==> config.mk <==
export PLATFORM = sky130hd
export DESIGN_NAME = gpr_file_p
export DESIGN_NICKNAME = d
export VERILOG_FILES = /design/src/rtl/gpr_file_p.sv
export SDC_FILE = /design/constraint.sdc
export NUM_CORES = 1
export LEC_CHECK = 0
export BUFFER_PORTS_ARGS = -buffer_cell sky130_fd_sc_hd__buf_2
export CORE_MARGIN = 5
export CORE_UTILIZATION = 45
export CTS_BUF_LIST = sky130_fd_sc_hd__clkbuf_8
export DETAILED_ROUTE_END_ITERATION = 12
export PLACE_DENSITY = 0.61
export SLEW_MARGIN = 10
export SYNTH_ARGS = -nofsm -noshare
export SYNTH_HDL_FRONTEND = slang
export SYNTH_SLANG_ARGS = --single-unit
==> constraint.sdc <==
create_clock -name clk -period 2.2 [get_ports clk]
set_clock_uncertainty 0.05 [all_clocks]
set_input_delay 0.22 -clock clk [delete_from_list [all_inputs] [get_ports clk]]
set_output_delay 0.22 -clock clk [all_outputs]
set_load 0.02 [all_outputs]
==> src/rtl/gpr_file_p.sv <==
// General-purpose register file with two combinational read ports, optional write
// bypass, optional hardwired-zero r0 and a per-register pending (busy) scoreboard.
module gpr_file_p #(
  parameter int DW      = 8,
  parameter int NREG    = 8,
  parameter int AW      = $clog2(NREG),
  parameter int ZERO_R0 = 0,
  parameter int BYPASS  = 1
) (
  input  logic          clk,
  input  logic          rst,
  input  logic          gpr_load,
  input  logic [AW-1:0] wr_sel,
  input  logic [DW-1:0] data_in,
  input  logic          lock_en,
  input  logic [AW-1:0] lock_sel,
  input  logic [AW-1:0] rd_sel,
  input  logic [AW-1:0] rs_sel,
  output logic [DW-1:0] rd_out,
  output logic [DW-1:0] rs_out,
  output logic          rd_busy,
  output logic          rs_busy,
  output logic          wr_conflict
);

  logic [DW-1:0]   regs [NREG];
  logic [NREG-1:0] busy;
  logic [NREG-1:0] busy_next;
  logic            wr_is_r0;

  assign wr_is_r0 = (ZERO_R0 != 0) && (wr_sel == '0);

  // A lock in the same cycle as a write to that register wins: the new producer owns it.
  always_comb begin
    busy_next = busy;
    if (gpr_load) busy_next[wr_sel] = 1'b0;
    if (lock_en) busy_next[lock_sel] = 1'b1;
    if (ZERO_R0 != 0) busy_next[0] = 1'b0;
  end

  always_ff @(posedge clk) begin
    if (rst) begin
      for (int i = 0; i < NREG; i++) regs[i] <= '0;
      busy        <= '0;
      wr_conflict <= 1'b0;
    end else begin
      if (gpr_load && !wr_is_r0) regs[wr_sel] <= data_in;
      busy        <= busy_next;
      wr_conflict <= gpr_load && !wr_is_r0 && !busy[wr_sel];
    end
  end

  function automatic logic [DW-1:0] read_data(input logic [AW-1:0] sel);
    if ((ZERO_R0 != 0) && (sel == '0)) return '0;
    if ((BYPASS != 0) && gpr_load && (sel == wr_sel)) return data_in;
    return regs[sel];
  endfunction

  // Under bypass the forwarded write has just produced the value, so only a fresh lock keeps it busy.
  function automatic logic read_busy(input logic [AW-1:0] sel);
    if ((ZERO_R0 != 0) && (sel == '0)) return 1'b0;
    if ((BYPASS != 0) && gpr_load && (sel == wr_sel)) return lock_en && (lock_sel == sel);
    return busy[sel];
  endfunction

  always_comb begin
    rd_out  = read_data(rd_sel);
    rs_out  = read_data(rs_sel);
    rd_busy = read_busy(rd_sel);
    rs_busy = read_busy(rs_sel);
  end

endmodule

# Yosys cells after proc, flatten, opt, wreduce, memory -nomap -nowiden
# Memory sizes are Yosys's and may differ from the RTL's.
# Cells that the tools add are included.
# W data, S select, Z words.
[op_classes]
eq_ne = 4
bitwise = 3
order_cmp = 6
n_reduce_logical = 9
mux = 30
[op_table]
columns = ["operator", "count"]
rows = [
  ["$mux W8", 7],
  ["$mux W1", 17],
  ["$lt A3 B4 Y1 const B", 4],
  ["$eq A3 B3 Y1", 4],
  ["$bmux W1 S3", 3],
  ["$and A8 B8 Y8", 1],
  ["$not A8 Y8", 1],
  ["$or A8 B8 Y8", 1],
  ["$reduce_or A8 Y1", 1],
  ["$logic_and A1 B1 Y1", 7],
  ["$demux W1 S3", 2],
  ["$ge A3 B1 Y1 const B", 2],
  ["$mux W3", 1],
  ["$logic_not A1 Y1", 1],
]
[word_totals]
out_inout_bits = 19
ram_bits = 64
mem_count = 1
regBits = 9
elab_cells = 55
[mem_list]
columns = ["name", "words", "width", "read_ports", "rd_clocked_by_memory_dff", "wr", "line", "source"]
rows = [
  ["regs", 8, 8, 2, 0, 8, "26", "logic [DW-1:0] regs [NREG];"],
]

# Logic depth before layout (Yosys ltp)
# Gate-level depths: netlist of run 1.
[depth]
depth_word = 9
depth_mapped = 5

# Least setup slack after synthesis of run 1
# Ideal clock, no wire load.
[synth_path]
path_kind = "input to register"
startpoint = "input port wr_sel[1]"
endpoint = "memory regs[1][0], enable pin"
n_path_buf = 2
path_stages = 3
arrival_time_ns = 1.353
path_slack_ns = 0.407
required_ns = 1.761
cell_sequence = "clkbuf_1 buf_2 o31ai_1"
[synth_rtl]
columns = ["item", "line", "source"]
rows = [
  ["start, declared", "13", "input logic [AW-1:0] wr_sel,"],
  ["end, declared", "26", ""],
]

==> flow_metrics.tcl, run 1 <==
set metrics [dict create \
    clk_pin_slew_worst_paths_ns 0.08 \
    period_needed_ns 2.21 \
    max_freq_mhz 453 \
    portBuffers 42 \
    clock-sinks 73 \
    layout-drive-gt1-share_pct 43.3 \
    status "finished with violations" \
    worst-path-max-fanout 2 \
    drv_slew 0 \
    synth_nets 328 \
    first_global_vias 2965 \
    layout_setup_ws_ns -0.00982 \
    p_leak_nw 2.08 \
    clkLatencyLatePin_ns 0.36 \
    synth_area_um2 4440 \
    htree_levels 3 \
    fillCellCount 827 \
    drt-total-wl_mm 11.5 \
    crit_top_cell "mux2_4" \
    antenna_found_initial 0 \
    cp_num_buf_inv 1 \
    ys_seq_elements 73 \
    cp_data_arrival_time_ns 1.94 \
    max_stage_delay_ns 0.48 \
    syn_area_per_cell_um2 14.6 \
    ys_warn_count 0 \
    worstHoldStart "lock_sel[1]" \
    cap_violations 0 \
    num_vias 2873 \
    vdd_drop_max_mv 0.420 \
    timing.final.crit_share_pct 100 \
    synthCells 304 \
    crit_chain "mux4_2, mux2_4, mux2_4, buf_6" \
    globalplace.congestion 0.858 \
    critPathLaunch "regs[2][7]" \
    end_kind "output port" \
    clockBufferDepth 2 \
    first_pass_iters 4 \
    power.density_nw_per_um2 714 \
    die_w_um 109 \
    dp_hpwl_mm 7.81 \
    hold_class "in -> reg" \
    drc 0 \
    holdWs_ns 0.152 \
    cp-start-kind "flop" \
    cts_hold_buf 0 \
    most-common-layout-cells "and2_1 (64), edfxtp_1 (64), mux4_2 (37), mux2_4 (29), buf_4 (27)" \
    dieArea_um2 12000 \
    violations "setup timing" \
    final_net_count 393 \
    hold_viol 0 \
    tritoncts "built" \
    yosysUniqueCellTypes 36 \
    setup_viol 2 \
    r2r_start "busy[3]" \
    crit_type "reg -> out" \
    slowest_stage "mux4_2" \
    routed_via_density 5.67 \
    start_util_pct 45.9 \
    maxSlewHeadroom_pct 63.9 \
    io_pins 43 \
    place_ws_ns 0.117 \
    drt_iter0_drc 199 \
    overflow 0 \
    tightest_slew_ns 0.541 \
    grtUsageTotal_pct 20.7 \
    core_um2 9680 \
    numCtsBuffers 9 \
    die_y_um 109 \
    rows 36 \
    wl_per_cell_um 22.7 \
    ys_seq_area_share_pct 47.3 \
    path_delay_family "multiplexers" \
    power.total_mw 3.80 \
    grt_pass1_wl_mm 17.6 \
    syn_to_final_growth_pct 19.9 \
    cts_root_buffer "clkbuf_8" \
    rsz0062_at_grt "true" \
    drtAntennaViolNets 0 \
    cp.required_ns 1.93 \
    placed_cell_area_um2 4980 \
    grt_max_degree 21 \
    design_area_um2 5330 \
    insertedDiodeCount 0 \
]
==> state kept, by name, indices dropped and copies added (netlist names) <==
signal	cells
wr_conflict	1
busy	8
regs	64
==> tightest hold or removal path: cells and delay by family <==
family,cells,cell delay [ns]
AOI/OAI and AO/OA,1,0.06
buffers and inverters,1,0.16
and+or+nand+nor,1,0.08
==> synth_stat cells <==
cell type	n	area share (%)
o21ai_1	9	1.0
mux2_4	12	4.1
dfxtp_1	9	4.1
nor2b_1	3	0.42
nand2_1	4	0.34
xnor2_1	12	2.4
a21o_1	1	0.17
mux4_1	22	13
inv_1	11	0.93
o311ai_0	1	0.20
or3b_1	1	0.20
a21oi_1	3	0.34
nor2_1	8	0.68
o211ai_1	1	0.17
buf_2	8	0.90
and3b_1	1	0.20
nand3b_1	1	0.17
or2_0	1	0.14
clkbuf_1	5	0.42
o31ai_1	1	0.17
nand4_1	2	0.28
a32o_1	2	0.45
and2_1	64	9.0
nand3_1	5	0.56
nor3_2	1	0.23
a31o_2	1	0.20
nand2b_1	2	0.28
buf_6	4	1.0
buf_1	1	0.084
nand4_2	2	0.56
mux4_2	15	7.6
mux2_2	20	5.1
nor3b_1	1	0.17
mux2i_1	5	1.1
nor3_1	1	0.11
edfxtp_1	64	43
==> power by group <==
group | switching [mW] | total [mW] | internal, mW
Combinational | 0.343 | 0.751 | 0.408
Clock | 0.541 | 1.41 | 0.870
Sequential | 0.0454 | 1.64 | 1.59
Total | 0.930 | 3.80 | 2.87
==> through the flow <==
step                utilization (%)  setup TNS, ns  instances
floorplan                         -              0        304
global placement               51.4              0        491
detailed placement             51.4              0        491
CTS                            54.4        -0.0526        507
global route                   55.0         -0.521        507
finish                         55.0        -0.0123        507
==> layer usage <==
metal	vias to the layer above	routed length (um)	track usage (%)
met4	0	97	5.08
li1	1281	-	-
met2	110	5430	32.4
met5	-	0	0
met1	1474	5260	29.8
met3	8	719	4.23
==> cell type report <==
cell class                 instances  area, um2  share of cell area (%)
timing repair buffer              72        573                    10.8
sequential                        73       2100                    39.5
clock inverter                     7        143                    2.68
clock buffer                       9        124                    2.33
inverter                          11       41.3                   0.775
multi-input combinational        202       2180                    40.9
tap                              133        166                    3.13
==> cell families (layout without fill, tap and decap cells) <==
group	after synthesis	count (layout)	share of synthesized area (%)
AND/OR/NAND/NOR	97	97	13.4
multiplexers	74	74	30.9
flip-flops	73	73	47.3
buffers and inverters	29	99	3.35
AO/OA/AOI/OAI	19	19	2.71
XOR/XNOR	12	12	2.37
==> repair_timing <==
action,CTS,global route
setup buffers,0,0
hold endpoints to repair,0,0
gates resized for setup,55,16
setup endpoints to repair,14,16
==> path summary, 6_finish.rpt <==
path / endpoint / slack (ns) / cells past startpoint
worst max register to register: wr_conflict / 0.97 / 3
worst max-delay path: rd_out[7] / -0.01 / 4
worst min-delay path: busy[7] / 0.15 / 3
worst min register to register: busy[1] / 0.44 / 2
No activity file was read; power rests on OpenSTA's default activity.
==> run 2: changes to the inputs <==
--- a/config.mk
+++ b/config.mk
@@ -11,7 +11,8 @@
 export CTS_BUF_LIST = sky130_fd_sc_hd__clkbuf_8
 export DETAILED_ROUTE_END_ITERATION = 12
 export PLACE_DENSITY = 0.61
-export SLEW_MARGIN = 10
+export SKIP_CTS_REPAIR_TIMING = 1
+export SLEW_MARGIN = 20
 export SYNTH_ARGS = -nofsm -noshare
 export SYNTH_HDL_FRONTEND = slang
 export SYNTH_SLANG_ARGS = --single-unit
==> run 2 against run 1 <==
Effect of this change: the flow still finishes with violations (setup timing); hold slack better by 0.0088 ns; combinational power decreased by 0.5%; cell area about the same; clock power hardly changed; critical path type unchanged; utilization barely moved.
==> flow_metrics.tcl, run 2 (same netlist as run 1, synthesis figures left out) <==
set metrics [dict create \
    num_vias 2837 \
    hold_class "in -> reg" \
    clk_pin_slew_worst_paths_ns 0.08 \
    path_depth 4 \
    cts_root_buffer "clkbuf_8" \
    timing.setup.tns_ns -0.00467 \
    period_needed_ns 2.20 \
    holdPathStages 3 \
    numCtsBuffers 9 \
    regMostFlops "regs" \
    htree_levels 3 \
    globalplace.congestion 0.858 \
    drc 0 \
    most-common-layout-cells "and2_1 (64), edfxtp_1 (64), mux4_2 (37), mux2_4 (28), buf_4 (27)" \
    drt_iter0_drc 200 \
    crit_top_cell "mux2_4" \
    die_w_um 109 \
    dp_cells 491 \
    first_global_vias 2929 \
    vdd_drop_max_mv 0.416 \
    final_net_count 393 \
    grtUsageTotal_pct 20.3 \
    clock-sinks 73 \
    clockBufferDepth 2 \
    rows 36 \
    rsz0062_at_grt "true" \
    max_stage_delay_ns 0.49 \
    setup_viol 1 \
    io_pins 43 \
    insertedDiodeCount 0 \
    die_y_um 109 \
    routed_via_density 5.60 \
    grt_max_degree 21 \
    antenna_found_initial 0 \
    end_kind "output port" \
    cp_num_buf_inv 1 \
    stdcell_count 507 \
    violations "setup timing" \
    biggestRegsByFlops "regs (64), busy (8), wr_conflict (1)" \
    cp.required_ns 1.93 \
    fillCellCount 823 \
    crit_type "reg -> out" \
    clkLatencyLatePin_ns 0.35 \
    tritoncts "built" \
    largest_register_ffs 64 \
    core_um2 9680 \
    power.total_mw 3.78 \
    dp_hpwl_mm 7.81 \
    dieArea_um2 12000 \
    layout-drive-gt1-share_pct 43.3 \
    cap_violations 0 \
    max_freq_mhz 454 \
    start_util_pct 45.9 \
    cp-start-kind "flop" \
    cp_data_arrival_time_ns 1.93 \
    overflow 0 \
    tightest_slew_ns 0.543 \
    syn_to_final_growth_pct 19.8 \
    ff2ff_path_depth 3 \
    power.density_nw_per_um2 711 \
    crit_chain "mux4_2, mux2_4, mux2_4, buf_6" \
    maxSlewHeadroom_pct 63.8 \
    p_leak_nw 2.07 \
    path_delay_family "multiplexers" \
    hold_viol 0 \
    timing.final.crit_share_pct 100 \
    layout_setup_ws_ns -0.00467 \
    drt-total-wl_mm 11.4 \
    drtAntennaViolNets 0 \
    status "finished with violations" \
    drv_slew 0 \
    first_pass_iters 4 \
    worst-path-max-fanout 2 \
    wl_per_cell_um 22.5 \
    grt_pass1_wl_mm 17.3 \
    slowest_stage "mux4_2" \
    rrSetupSlack_ns 0.97 \
    portBuffers 42 \
]
run 2: cell counts in the layout (fill, tap and decap cells not counted):
Identical to the previous run, type by type.
run 2: metal layers:
metal / share of wire (%) / GRT usage (%)
met1: 43 / 29.2
met2: 49 / 32.3
met3: 7.6 / 3.29
met4: 0.33 / 5.08
met5: 0 / 0
run 2: layout make-up:
cell class              instances  area (um2)  area share [%]
clock buffers                   9         124            2.33
well taps                     133         166            3.13
inverters                      11        41.3           0.776
multi-input cells             202        2170            40.8
flip-flops and latches         73        2100            39.5
clock inverters                 7         143            2.68
repair buffers                 72         573            10.8
run 2: path summary, 6_finish.rpt:
| kind | endpoint | start |
|---|---|---|
| worst max-delay path | rd_out[7] | regs[2][7] |
| worst min-delay path | busy[7] | lock_sel[1] |
| worst max register to register | wr_conflict | busy[3] |
| worst min register to register | busy[1] | busy[1] |
run 2: power by group:
part	internal (mW)	total, mW	switching [mW]	leakage (nW)
Combinational	0.406	0.747	0.341	1.25
Clock	0.870	1.40	0.530	0.133
Sequential	1.59	1.64	0.0455	0.692
Total	2.87	3.78	0.916	2.07
run 2: worst min-delay path: stages:
cell,delay (ns)
buf_2,0.16
nand3_1,0.08
o21ai_1,0.06
run 2: per-stage QoR:
stage / utilization [%] / worst slack (ns) / cell area (um2) / hold slack [ns]
detailed placement: 51.4 / 0.117 / 4980 / 0.429
floorplan: - / 0.407 / 4440 / 0.368
global route: 54.9 / -0.0556 / 5320 / 0.144
CTS: 54.1 / -0.0716 / 5240 / 0.138
global placement: 51.4 / 0.122 / 4980 / 0.425
finish: 54.9 / -0.00467 / 5320 / 0.161
